==> src/rtl/serial_xnor_compare_ctrl.sv <==
// Bit-serial word comparator that drives one shared external XNOR gate, LSB first,
// counting matching bits and recording the lowest mismatching bit position.
module serial_xnor_compare_ctrl #(
   parameter  int WIDTH = 8,
   localparam int CW    = $clog2(WIDTH + 1)
) (
   input  logic             clk,
   input  logic             rst,
   input  logic             start,
   input  logic [WIDTH-1:0] a,
   input  logic [WIDTH-1:0] b,
   output logic             xa,
   output logic             xb,
   input  logic             xc,
   output logic             busy,
   output logic             done,
   output logic             equal,
   output logic [CW-1:0]    match_count,
   output logic [CW-1:0]    mismatch_pos,
   output logic [1:0]       state_dbg
);

   // Handshake: start is accepted only while busy=0 (IDLE); busy stays high from the
   // cycle after acceptance through the done cycle; done pulses once when results are valid.
   typedef enum logic [1:0] {IDLE = 2'd0, RUN = 2'd1, DONE = 2'd2} state_t;

   localparam logic [CW-1:0] NO_MISMATCH = CW'(WIDTH);
   localparam logic [CW-1:0] LAST_IDX    = CW'(WIDTH - 1);

   state_t             state_q, state_d;
   logic [WIDTH-1:0]   sra_q, sra_d;
   logic [WIDTH-1:0]   srb_q, srb_d;
   logic [CW-1:0]      idx_q, idx_d;
   logic [CW-1:0]      match_count_q, match_count_d;
   logic [CW-1:0]      mismatch_pos_q, mismatch_pos_d;
   logic               equal_q, equal_d;
   logic               done_q, done_d;
   logic               busy_q, busy_d;
   logic [CW-1:0]      count_next;

   always_comb begin
      state_d        = state_q;
      sra_d          = sra_q;
      srb_d          = srb_q;
      idx_d          = idx_q;
      match_count_d  = match_count_q;
      mismatch_pos_d = mismatch_pos_q;
      equal_d        = equal_q;
      done_d         = 1'b0;
      count_next     = match_count_q + CW'(xc);

      case (state_q)
         IDLE: begin
            if (start) begin
               sra_d          = a;
               srb_d          = b;
               idx_d          = '0;
               match_count_d  = '0;
               mismatch_pos_d = NO_MISMATCH;
               equal_d        = 1'b0;
               state_d        = RUN;
            end
         end
         RUN: begin
            match_count_d = count_next;
            if (!xc && (mismatch_pos_q == NO_MISMATCH)) begin
               mismatch_pos_d = idx_q;
            end
            sra_d = sra_q >> 1;
            srb_d = srb_q >> 1;
            idx_d = idx_q + CW'(1);
            // The last gate sample is folded into equal so it is valid with done.
            if (idx_q == LAST_IDX) begin
               equal_d = (count_next == NO_MISMATCH);
               done_d  = 1'b1;
               state_d = DONE;
            end
         end
         DONE: begin
            state_d = IDLE;
         end
         default: begin
            state_d = IDLE;
         end
      endcase

      busy_d = (state_d != IDLE);
   end

   always_ff @(posedge clk) begin
      if (rst) begin
         state_q        <= IDLE;
         sra_q          <= '0;
         srb_q          <= '0;
         idx_q          <= '0;
         match_count_q  <= '0;
         mismatch_pos_q <= NO_MISMATCH;
         equal_q        <= 1'b0;
         done_q         <= 1'b0;
         busy_q         <= 1'b0;
      end else begin
         state_q        <= state_d;
         sra_q          <= sra_d;
         srb_q          <= srb_d;
         idx_q          <= idx_d;
         match_count_q  <= match_count_d;
         mismatch_pos_q <= mismatch_pos_d;
         equal_q        <= equal_d;
         done_q         <= done_d;
         busy_q         <= busy_d;
      end
   end

   assign xa           = (state_q == RUN) & sra_q[0];
   assign xb           = (state_q == RUN) & srb_q[0];
   assign busy         = busy_q;
   assign done         = done_q;
   assign equal        = equal_q;
   assign match_count  = match_count_q;
   assign mismatch_pos = mismatch_pos_q;
   assign state_dbg    = state_q;

endmodule

==> config.mk <==
export PLATFORM = sky130hd
export DESIGN_NAME = serial_xnor_compare_ctrl
export DESIGN_NICKNAME = d
export VERILOG_FILES = /design/src/rtl/serial_xnor_compare_ctrl.sv
export SDC_FILE = /design/constraint.sdc
export NUM_CORES = 1
export LEC_CHECK = 0
export CELL_PAD_IN_SITES_DETAIL_PLACEMENT = 2
export CELL_PAD_IN_SITES_GLOBAL_PLACEMENT = 2
export CORE_MARGIN = 1
export CORE_UTILIZATION = 29
export DETAILED_ROUTE_END_ITERATION = 12
export GPL_ROUTABILITY_DRIVEN = 0
export PLACE_DENSITY_LB_ADDON = 0.1
export SETUP_SLACK_MARGIN = 0.5
export SYNTH_ARGS = -nofsm -noshare
export SYNTH_HDL_FRONTEND = slang
export SYNTH_SLANG_ARGS = --single-unit
==> constraint.sdc <==
create_clock -name clk -period 1.4 [get_ports clk]
set_clock_uncertainty 0.05 [all_clocks]
set_input_delay 0.35 -clock clk [delete_from_list [all_inputs] [get_ports clk]]
set_output_delay 0.35 -clock clk [all_outputs]
set_load 0.1 [all_outputs]
* Word level (Yosys, flattened, before mapping)
Index checks and enable logic that the tools add are counted.
Widths: inputs -> output; s select.
** Storage, ports and cells
- Bits in writable memories :: 0
- Bits in latches :: 0
- Output and inout port bits :: 15
- Input bits :: 20
- Memories :: 0
- Flip-flop bits (word level) :: 33
- ROM bits :: 0
- Logic and storage cells :: 47
** Cells by class
- Div/mod/pow operators :: 0
- Reduce and logical (&&, ||, !) cells :: 9
- Magnitude comparators :: 0
- Eq/ne operators :: 7
- Multiply operators :: 0
- Add/sub/neg operators :: 2
- Shift operators :: 0
- Bitwise logic cells :: 3
- Muxes and demuxes :: 17
** Operator list (number)
- $pmux 8 s2 :: 2
- $pmux 4 s2 :: 3
- $mux 8 :: 2
- $mux 4 :: 3
- $eq 4x4->1 const B :: 2
- $ne 2x2->1 const B :: 3
- $reduce_and 3->1 :: 2
- $add 4x1->4 :: 1
- $add 4x1->4 const B :: 1
- $eq 4x3->1 const B :: 1
- $mux 2 :: 2
- $pmux 2 s2 :: 1
- $reduce_bool 2->1 :: 2
- $mux 1 :: 3
- $and 1x1->1 :: 2
- $eq 2x1->1 const B :: 1
- $logic_not 2->1 :: 1
- $pmux 1 s2 :: 1
- $reduce_and 2->1 :: 1
- $reduce_or 2->1 :: 1
- $logic_and 1x1->1 :: 1
- $logic_not 1->1 :: 1
- $not 1->1 :: 1

* Logic depth before layout (Yosys ltp)
- Depth in word-level cells :: 4
- Mapped depth :: 5
- Gate-level depth less buffers :: 5

* Worst setup path before layout
Ideal clock, no wire load.
- Path kind :: register to output
- From :: reg state_q[0] (netlist: state_dbg[0])
- To :: out xa
- Stages on the path, launching flop included :: 5
- Buffers on the path :: 2
- Arrival time :: 2.371 ns
- Path slack :: -1.371 ns
- Required time :: 1.000 ns
- Path through :: dfxtp_1 -> buf_4 -> nor2b_1 -> buf_2 -> and2_1
** Between the ends
- Cells in the longest elaborated chain, start to end :: 2
** Ends and longest elaborated chain
- start, declared :: line 30 : state_t state_q, state_d;
- start signal, assigned :: line 102 : state_q <= state_d;
- $eq 2x1->1 :: line 114 : assign xa = (state_q == RUN) & sra_q[0];
- $and 1x1->1 :: line 114
- end, declared :: line 12 : output logic xa,
Every way passes these cells.

* Worst setup path after layout
- From :: reg state_q[0] (netlist: state_dbg[0])
- To :: reg srb_q[0]
** Between the ends
- Cells in the longest elaborated chain, start to end :: 3
- Elaborated cells on any way between the ends :: 6
- Classes of those cells :: 2 x eq/ne; 1 x mux; 3 x reduce/logical
** Ends and longest elaborated chain
- $eq 2x1->1 or $logic_not 2->1 (tied branches) :: line 52 : case (state_q)
- $reduce_bool 2->1 (no source line) or $ne 2x2->1 (tied branches)
- $reduce_and 2->1 (no source line)
- end signal, assigned :: line 104 : srb_q <= srb_d;
- end, declared :: line 32 : logic [WIDTH-1:0] srb_q, srb_d;
Parallel ways exist; a longest one is shown, timed or not.
A chain may end at the register's enable or synchronous reset.

==> results by group <==
Outcome
  – Status: finished, violations left
  – Failing checks: setup timing

Logic synthesis
  – Net Count, Synth: 182
  – Seq/Total Area, Yosys: 0.444
  – Top FF cell, synth: dfxtp_1
  – Ys Warns: 0
  – Post-synthesis sequential element count: 33
  – Number of flops mapped to enable cells by yosys: 0
  – Synth cell types: 40
  – Mapped Cells: 159
  – Post-synthesis async set-or-reset flop share: 0
  – Avg Cell Area, Syn: 9.36 sq um
  – Post-Syn Area: 1490 sq um

Detailed routing
  – DR pass1 iterations: 4
  – Drt total wl: 7880 um
  – Via count: 1580
  – ANT nets after route: 0
  – Avg Vias per Cell: 5.36
  – Wirelength per Cell: 26.7 um
  – # DRC: 0
  – DRT iter0 DRCs: 64

STA
  – Max Clock Freq: 0.628 GHz
  – Clock period minus worst slack: 1.59 ns
  – Max Slew Vio Count: 0
  – RSZ-0062 raised after global routing: true
  – Hold Vio Cnt, Final: 0
  – Worst-Margin Slew: 0.444 ns
  – Final setup margin: -0.193 ns
  – Final setup fails: 27
  – Period utilization: 1.14
  – Rel. slew slack: 0.701

Setup path
  – Worst setup SP type: flop
  – Crit path max fanout: 6
  – CP Capture Type: flop
  – Crit path largest cell delay: 0.36 ns
  – Reg2reg start: state_dbg[0]
  – WP data arrival: 1.73 ns
  – WS Path Type: flop to flop
  – Worst setup path start: state_dbg[0]
  – Crit-path cells: buf_4 -> buf_6 -> buf_8 -> o21ba_4 -> buf_12 -> nor2_1 -> a211oi_1
  – Slowest cell on the critical path: dfxtp_4
  – Worst EP required: 1.54 ns

Clock network
  – Clock Root Buffer: clkbuf_8
  – CTS tree: done
  – Total CTS buffers: 5
  – Bufs on Longest Clock Path: 2
  – H-Tree Depth: 2
  – Clock transition at the registers of the reported paths: 0.08 ns
  – Sink Count: 33
  – Skew-Pair Late Insertion Delay: 0.30 ns

Finish
  – Fin area: 2840 sq um
  – Area Growth Syn to Fin: 90.5%
  – Share of layout cells above drive strength 1: 0.627
  – Final Util: 0.589
  – Nets@finish: 250
  – Number of inserted diodes: 0
  – Final Non-Filler Cells: 295
  – Layout fillers: 472

Placed design
  – Post-Place Cell Area: 2210 sq um
  – Number of port buffers: 34
  – Number of placed cells counting well taps: 263
  – Post-DP HPWL: 3360 um

Power and ir drop
  – Peak VDD IR: 0.000602 V
  – Power Density: 873 nW/um^2
  – Total power: 0.00248 W
  – Leak pwr: 1.07 nW

Hold path
  – Hold crit path type: flop to flop
  – Hold path start: equal

GRT
  – Total gr overflow: 0
  – First-pass GRT wire length: 9110 um
  – GRT Resource Usage Total: 0.235
  – Largest net degree at the start of global routing: 20
  – Initial antenna violation count: 0
  – Vias in the first global route: 1717

Flow run
  – Max_cap viols: 0

Floorplanning
  – Num rows: 25
  – Die area: 5430 sq um
  – Die Span Y: 73.7 um
  – I/O Pins: 35
  – Core area: 4820 sq um
  – Initial Util: 0.309
  – Die width: 73.7 um
## stage by stage
step / setup TNS [ns] / setup WS (ns) / hold WS, ns
2_1_floorplan: -0.586 / -0.293 / 0.382
3_3_place_gp: -6.94 / -0.356 / 0.399
3_5_place_dp: -8.59 / -0.367 / 0.400
4_1_cts: -0.314 / -0.131 / 0.412
5_1_grt: -2.81 / -0.236 / 0.473
6_report: -1.83 / -0.193 / 0.461
## logic make-up (layout without fill, tap and decap cells)
group                    Yosys count  in the layout  synth area share
AO/OA/AOI/OAI                     53             53             0.289
adder cells (fa/ha/maj)            3              3            0.0252
buffers and inverters             14             83            0.0513
XOR/XNOR                           2              2            0.0118
AND/OR/NAND/NOR                   54             54             0.179
flip-flops                        33             33             0.444
## cell usage after synthesis, types with 2 or more instances
master      n  area, sq um
a211oi_1    5         37.5
a211oi_2   11          138
a21oi_1     6         30.0
a22oi_1     3         22.5
a31oi_1     2         12.5
a32o_1      2         20.0
and2_1      2         12.5
buf_1       2         7.51
buf_2       4         20.0
buf_4       3         22.5
clkbuf_1    2         7.51
dfxtp_1    33          661
ha_1        3         37.5
nand2_1     7         26.3
nand3_1     5         25.0
nand4_1     2         12.5
nor2_1     22         82.6
nor2b_1     5         31.3
nor3_1      2         10.0
nor3b_1     2         15.0
o21ai_0     3         15.0
o22ai_1    14         87.6
o2bb2ai_1   2         17.5
## path summary, 6_finish.rpt
check	endpoint	slack, ns	cells past startpoint
worst min register to register	equal	0.46	1
worst min-delay path	equal	0.46	1
worst max-delay path	srb_q[0]	-0.19	7
worst max register to register	srb_q[0]	-0.19	7
## state kept, by name (all words and copies together), names as in the netlist
name and count:
sra_q 8, srb_q 8, idx_q 4, match_count 4, mismatch_pos 4, state_dbg 2
busy 1, done 1, equal 1
## critical path: cells and delay by family, from the launching register on
kind | cells | cell delay (ns)
buffers and inverters | 4 | 0.52
AO/OA/AOI/OAI | 2 | 0.49
flip-flops | 1 | 0.36
AND/OR/NAND/NOR | 1 | 0.06
## per-layer routing
| metal | wire (um) | track usage | up-vias |
|---|---|---|---|
| li1 | - | - | 725 |
| met1 | 3180 | 0.257 | 794 |
| met2 | 4190 | 0.430 | 39 |
| met3 | 234 | 0.0521 | 22 |
| met4 | 270 | 0.105 | 0 |
| met5 | 0 | 0 | - |
## layout by cell type (no fill, tap or decap), types with 4 or more instances in the layout
| cell type | n |
|---|---|
| a211oi_2 | 15 |
| buf_4 | 26 |
| buf_12 | 19 |
| nor2_4 | 13 |
| dfxtp_1 | 17 |
| buf_8 | 4 |
| clkbuf_8 | 5 |
| buf_6 | 5 |
| clkdlybuf4s50_1 | 16 |
| nor2_1 | 8 |
| o22ai_1 | 14 |
| dfxtp_4 | 14 |
| a21oi_2 | 5 |
## power by group
part | leakage (nW) | switching, W | internal [W]
clock | 0.0450 | 0.000425 | 0.000346
sequential | 0.282 | 0.0000616 | 0.000973
combinational | 0.743 | 0.000362 | 0.000309
total | 1.07 | 0.000849 | 0.00163
## area by class of cell
type | count | area, sq um | share of cell area
clock buffer | 6 | 72.6 | 0.0256
clock inverter | 2 | 10.0 | 0.00353
inverter | 2 | 18.8 | 0.00662
multi-input combinational | 112 | 1060 | 0.374
sequential | 33 | 716 | 0.252
tap | 67 | 83.8 | 0.0296
timing repair buffer | 73 | 875 | 0.308
## repair_timing
action	4_1_cts	5_1_grt
pin swaps	5	18
setup endpoints to repair	48	48
gates resized for setup	48	51
setup buffers	12	11
cloned	1	0
hold buffers	0	0
No activity file was read; power rests on OpenSTA's default activity.
